<file path="src/rtl/pipeline_run_ctrl.sv">
// pipeline_run_ctrl
// Run / halt / single-step controller for the 5-stage pipeline core.
// Gates instruction fetch and pipeline advance from debug commands, drains
// in-flight instructions before halting, halts on a PC breakpoint, and keeps
// a saturating count of pipeline-advance cycles for bring-up.
//
// Optional feature: define RUN_CTRL_FLUSH_EN to turn command op 00 into FLUSH
// (one-cycle pipeline clear, accepted in HALTED only). Without the macro op 00
// is a NOP in every state and flush is tied low.

module pipeline_run_ctrl #(
    parameter int PC_W      = 8,
    parameter int CNT_W     = 16,
    parameter int DRAIN_CYC = 4
) (
    input  logic             clk,
    input  logic             rst_n,
    input  logic             cmd_valid,
    output logic             cmd_ready,
    input  logic [1:0]       cmd_op,
    input  logic             bp_en,
    input  logic [PC_W-1:0]  bp_addr,
    input  logic [PC_W-1:0]  pc_if,
    output logic             fetch_en,
    output logic             pipe_en,
    output logic             flush,
    output logic             halted,
    output logic             bp_hit,
    output logic [CNT_W-1:0] cyc_cnt
);

    localparam logic [1:0] OP_NOP  = 2'b00;
    localparam logic [1:0] OP_RUN  = 2'b01;
    localparam logic [1:0] OP_HALT = 2'b10;
    localparam logic [1:0] OP_STEP = 2'b11;

    // Drain counter runs 0 .. DRAIN_CYC-1 while in DRAIN.
    localparam int DCNT_W = (DRAIN_CYC > 1) ? $clog2(DRAIN_CYC) : 1;
    localparam logic [DCNT_W-1:0] DRAIN_LAST =
        (DRAIN_CYC > 0) ? DCNT_W'(DRAIN_CYC - 1) : '0;

    typedef enum logic [1:0] {
        ST_HALTED = 2'b00,
        ST_RUN    = 2'b01,
        ST_DRAIN  = 2'b10,
        ST_STEP   = 2'b11
    } state_t;

    // With no drain depth the pipeline stops straight into HALTED.
    localparam state_t STOP_STATE = (DRAIN_CYC == 0) ? ST_HALTED : ST_DRAIN;

    state_t             state_q,     state_d;
    logic [DCNT_W-1:0]  drain_cnt_q, drain_cnt_d;
    logic               resume_q,    resume_d;
    logic               bp_hit_q,    bp_hit_d;
    logic [CNT_W-1:0]   cyc_cnt_q,   cyc_cnt_d;
    logic               flush_pend;

    logic               bp_match;
    logic               bp_stop;
    logic               cmd_accept;

`ifdef RUN_CTRL_FLUSH_EN
    logic               flush_q,     flush_d;
    assign flush_pend = flush_q;
`else
    assign flush_pend = 1'b0;
`endif

    assign flush   = flush_pend;
    assign bp_hit  = bp_hit_q;
    assign cyc_cnt = cyc_cnt_q;

    // A breakpoint only stops a running pipeline, and never on the first RUN
    // cycle after HALTED so execution can resume from the breakpoint PC.
    assign bp_match   = bp_en && (pc_if == bp_addr);
    assign bp_stop    = (state_q == ST_RUN) && bp_match && !resume_q;
    assign cmd_accept = cmd_valid && cmd_ready;

    // Moore outputs from the state, with the breakpoint suppressing fetch.
    always_comb begin
        fetch_en  = 1'b0;
        pipe_en   = 1'b0;
        cmd_ready = 1'b0;
        halted    = 1'b0;
        case (state_q)
            ST_HALTED: begin
                halted    = 1'b1;
                cmd_ready = !flush_pend;
            end
            ST_RUN: begin
                pipe_en   = 1'b1;
                fetch_en  = !bp_stop;
                cmd_ready = 1'b1;
            end
            ST_DRAIN: begin
                pipe_en   = 1'b1;
            end
            ST_STEP: begin
                pipe_en   = 1'b1;
                fetch_en  = 1'b1;
            end
            default: begin
                halted    = 1'b1;
            end
        endcase
    end

    // Next-state logic: command handling, breakpoint stop and drain timing.
    always_comb begin
        state_d     = state_q;
        drain_cnt_d = drain_cnt_q;
        resume_d    = 1'b0;
        bp_hit_d    = bp_hit_q;
`ifdef RUN_CTRL_FLUSH_EN
        flush_d     = 1'b0;
`endif
        case (state_q)
            ST_HALTED: begin
                if (cmd_accept) begin
                    case (cmd_op)
                        OP_RUN: begin
                            state_d  = ST_RUN;
                            resume_d = 1'b1;
                            bp_hit_d = 1'b0;
                        end
                        OP_STEP: begin
                            state_d  = ST_STEP;
                            bp_hit_d = 1'b0;
                        end
                        OP_NOP: begin
`ifdef RUN_CTRL_FLUSH_EN
                            flush_d  = 1'b1;
`endif
                        end
                        default: begin
                            state_d  = ST_HALTED;
                        end
                    endcase
                end
            end
            ST_RUN: begin
                if (bp_stop) begin
                    state_d     = STOP_STATE;
                    drain_cnt_d = '0;
                    bp_hit_d    = 1'b1;
                end else if (cmd_accept && (cmd_op == OP_HALT)) begin
                    state_d     = STOP_STATE;
                    drain_cnt_d = '0;
                end
            end
            ST_STEP: begin
                state_d     = STOP_STATE;
                drain_cnt_d = '0;
            end
            ST_DRAIN: begin
                if (drain_cnt_q == DRAIN_LAST) begin
                    state_d     = ST_HALTED;
                    drain_cnt_d = '0;
                end else begin
                    drain_cnt_d = drain_cnt_q + DCNT_W'(1);
                end
            end
            default: begin
                state_d     = ST_HALTED;
                drain_cnt_d = '0;
            end
        endcase
    end

    // Advance-cycle counter saturates at all-ones instead of wrapping.
    always_comb begin
        cyc_cnt_d = cyc_cnt_q;
        if (pipe_en && (cyc_cnt_q != {CNT_W{1'b1}})) begin
            cyc_cnt_d = cyc_cnt_q + CNT_W'(1);
        end
    end

    // State and status registers.
    always_ff @(posedge clk or negedge rst_n) begin
        if (!rst_n) begin
            state_q     <= ST_HALTED;
            drain_cnt_q <= '0;
            resume_q    <= 1'b0;
            bp_hit_q    <= 1'b0;
            cyc_cnt_q   <= '0;
        end else begin
            state_q     <= state_d;
            drain_cnt_q <= drain_cnt_d;
            resume_q    <= resume_d;
            bp_hit_q    <= bp_hit_d;
            cyc_cnt_q   <= cyc_cnt_d;
        end
    end

`ifdef RUN_CTRL_FLUSH_EN
    // One-cycle flush pulse requested from HALTED.
    always_ff @(posedge clk or negedge rst_n) begin
        if (!rst_n) begin
            flush_q <= 1'b0;
        end else begin
            flush_q <= flush_d;
        end
    end
`endif

endmodule

</file>
<file path="config.mk">
export PLATFORM = sky130hd
export DESIGN_NAME = pipeline_run_ctrl
export DESIGN_NICKNAME = d
export VERILOG_FILES = /design/src/rtl/pipeline_run_ctrl.sv
export SDC_FILE = /design/constraint.sdc
export NUM_CORES = 1
export LEC_CHECK = 0
export CAP_MARGIN = 10
export CORE_MARGIN = 10
export CORE_UTILIZATION = 40
export CTS_CLUSTER_SIZE = 40
export DETAILED_ROUTE_END_ITERATION = 8
export GPL_TIMING_DRIVEN = 0
export PLACE_DENSITY = 0.76
export SYNTH_ARGS = -nofsm -noshare
export SYNTH_HDL_FRONTEND = slang
export SYNTH_SLANG_ARGS = --single-unit
</file>
<file path="constraint.sdc">
create_clock -name clk -period 2.3 [get_ports clk]
set_input_delay 0.69 -clock clk [delete_from_list [all_inputs] [get_ports clk]]
set_output_delay 0.69 -clock clk [all_outputs]
set_load 0.02 [all_outputs]
</file>
==> metrics.yaml <==
detailed_routing:
  drtIter0Drc: 56
  drc_errors: 0
  firstDrtPassIters: 4
  routed_wl_um: 3240
  wl_per_cell_um: 16.4
  postRouteAntennaNets: 0
  num_vias: 1085
  viasPerCell: 5.48
global_routing:
  grt_usage: 0.126
  first_global_vias: 1175
  grt_pass1_wl_um: 5470
  antenna_found_initial: 0
  grt-ovfl-total: 0
  grt_max_degree: 23
final_layout:
  final_nets: 192
  n_antenna_cell: 0
  drive_gt1_frac: 0.180
  utilization: 0.618
  areaGrowthSynthToFinish_pct: 44.0
  fillers: 240
worst_setup_path:
  path_cells: "dlygate4sd2_1, xor2_2, nor4_4, and2b_1, buf_6"
  cp_slowest_stage_delay_ps: 300
  crit_end: "fetch_en"
  r2r_end: "cyc_cnt[1]$_DFFE_PN0P_"
  worst-endpoint-arrival_ps: 1800
  worst-path-stages: 5
  worst-r2r-cell-count: 5
  startpoint: "bp_addr[6]"
  r2r_slack_ps: 560
  critPathMaxFanout: 2
  slowest_stage: "nor4_4"
  r2r-start: "cyc_cnt[7]$_DFFE_PN0P_"
  cp_top_family: "simple AND/OR/NAND/NOR gates"
  path_class: "input port to output pin"
  required_ps: 1610
  critPathBufInv: 2
  cp-start-kind: "input port"
  worst_setup_path_end_kind: "output pin"
place:
  hpwl_um: 2480
  place_ws_ps: -1030
  port_buffers: 42
  gp_congestion: 0.782
clocking:
  clock_path_buffers: 2
  postCtsHoldBufs: 0
  clk_latency_ps: 310
  clkTransAtPathRegs_ps: 110
  htree_levels: 1
  root_buffer: "clkbuf_4"
  cts_tree: "yes"
  cts_num_sinks: 22
  cts-buffers-inserted: 3
power:
  leakage_nw: 0.802
  power_density_nw_per_um2: 898
  peakVddDrop_mv: 0.542
sta:
  setup_viol: 1
  fin_skew_ps: 6.83
  worst_pin_slew_ps: 973
  rsz0062_at_grt: "true"
  slew_headroom: 0.349
  finalCritPeriodShare: 1.08
  slew_violations: 0
  period_minus_slack_ps: 2490
  max_freq_ghz: 0.402
  hold_viol: 0
  layout_setup_ws_ps: -186
floorplan:
  row_count: 19
  pin_count: 44
  dieWidth_um: 75.1
  core-area_um2: 2830
  start_util: 0.429
  die_h_um: 75.1
  die-area_um2: 5640
synth:
  avgSynthCellArea_um2: 10.5
  syn_area_um2: 1210
  synth-main-ff-cell: "dfrtp_1"
  synth.top_cell.area_share: 0.453
  synth_edf_count: 0
  yosys_warnings: 0
  syn-num-nets: 140
  syn_inst: 116
  synth_area_leader_cell: "dfrtp_1"
  synthArstFlopShare: 1.00
  ys_seq_area_frac: 0.453
  yosys-top-cells-area: "dfrtp_1 (45%), xor2_1 (9.4%), xnor2_1 (5.8%), nand4_1 (3.1%), buf_4 (2.5%)"
  ys_ff_latch: 22
  ys_types: 35
run:
  cap_viol_max_count: 0
run_status:
  status: "complete, but fails checks"
  violations: "setup timing"
hold_path:
  hold_class: "flip-flop to flip-flop"
[registers in the layout, summed over array words and instances, names as in the netlist]
register,cells
bp_hit,1
cyc_cnt,16
drain_cnt_q,2
resume_q,1
state_q,2
[worst reg2reg max path: cells and delay by family (launching register included)]
family | cells | cell delay (ps)
simple gates | 3 | 620
flops | 1 | 480
mux | 1 | 280
buf+inv | 1 | 240
[per-layer routing]
metal  track usage  vias to the layer above  part of all wire
met1         0.124                      502              0.37
li1              -                      512                 -
met3        0.0447                       12              0.11
met2         0.224                       59              0.49
met5             0                        -                 0
met4        0.0756                        0             0.037
[area by class of cell]
cell class / count / area, µm² / share of cell area
plain buffers: 3 / 26.3 / 0.0150
clock buffers: 4 / 36.3 / 0.0207
inverters: 6 / 22.5 / 0.0129
multi-input cells: 84 / 642 / 0.367
flip-flops and latches: 22 / 551 / 0.315
well taps: 31 / 38.8 / 0.0222
repair buffers: 48 / 433 / 0.247
[placed cells by master (no fill, tap or decap), types with 2 or more instances in the layout]
master,n
buf_6,2
nor2_1,6
clkbuf_4,3
nor3_1,5
a31oi_1,2
dlygate4sd2_1,7
clkdlybuf4s15_1,8
nand4_1,6
a21oi_1,5
and4bb_2,2
buf_4,8
ha_1,2
xnor2_1,8
nand3_1,3
o22ai_1,3
clkdlybuf4s50_1,21
dfrtp_1,22
xor2_1,11
inv_1,6
nor4_1,2
clkbuf_2,5
nand2_1,7
xor2_2,2
[report_power, final]
group          switching [mW]  internal, mW
clock                   0.116        0.0967
combinational           0.406         0.366
sequential              0.110         0.477
total                   0.632         0.939
[through the flow]
stage	hold WS, ps	TNS (ps)	total power [mW]	area [µm²]	std cells
2_1_floorplan	394	0	1.01	1220	116
3_3_place_gp	478	-1040	1.31	1680	189
3_5_place_dp	505	-1030	1.35	1680	189
6_report	525	-186	1.57	1750	198
4_1_cts	522	-259	1.59	1770	199
5_1_grt	550	-280	1.67	1750	198
[cell families (layout without fill, tap and decap cells)]
family	Yosys count	after routing	synth area share
other cells	1	1	0.00309
flops	22	22	0.453
mux	2	2	0.0175
fa+ha+maj	2	2	0.0206
buf+inv	10	61	0.0433
xor+xnor	21	21	0.151
simple gates	43	43	0.234
compound gates	15	15	0.0772
[worst min-delay path by stage]
stage	from	end	slack (ps)	cells after the start
2_1_floorplan	rst_n	bp_hit$_DFFE_PN0P_	390	0
3_3_place_gp	bp_hit$_DFFE_PN0P_	bp_hit$_DFFE_PN0P_	480	1
3_5_place_dp	cyc_cnt[15]$_DFFE_PN0P_	cyc_cnt[15]$_DFFE_PN0P_	500	1
4_1_cts	cyc_cnt[15]$_DFFE_PN0P_	cyc_cnt[15]$_DFFE_PN0P_	520	1
5_1_grt	cyc_cnt[15]$_DFFE_PN0P_	cyc_cnt[15]$_DFFE_PN0P_	550	1
6_report	cyc_cnt[15]$_DFFE_PN0P_	cyc_cnt[15]$_DFFE_PN0P_	530	1
[synth_stat cells, drive strengths merged, types with 2 or more instances]
cell	n
nor4	3
a31oi	2
dfrtp	22
nor3	5
nand4	6
nand3	4
o22ai	3
nand2	7
xnor2	8
xor2	13
and4bb	2
ha	2
nor4b	2
a21oi	5
nor2	7
buf	4
inv	6
[what timing repair did]
item                                    in CTS  in global routing
pin swaps                                    9                 10
endpoints found under the setup margin       3                  3
gates resized for setup                     32                 17
buffers inserted                             6                  0
No activity file was read; power rests on OpenSTA's default activity.
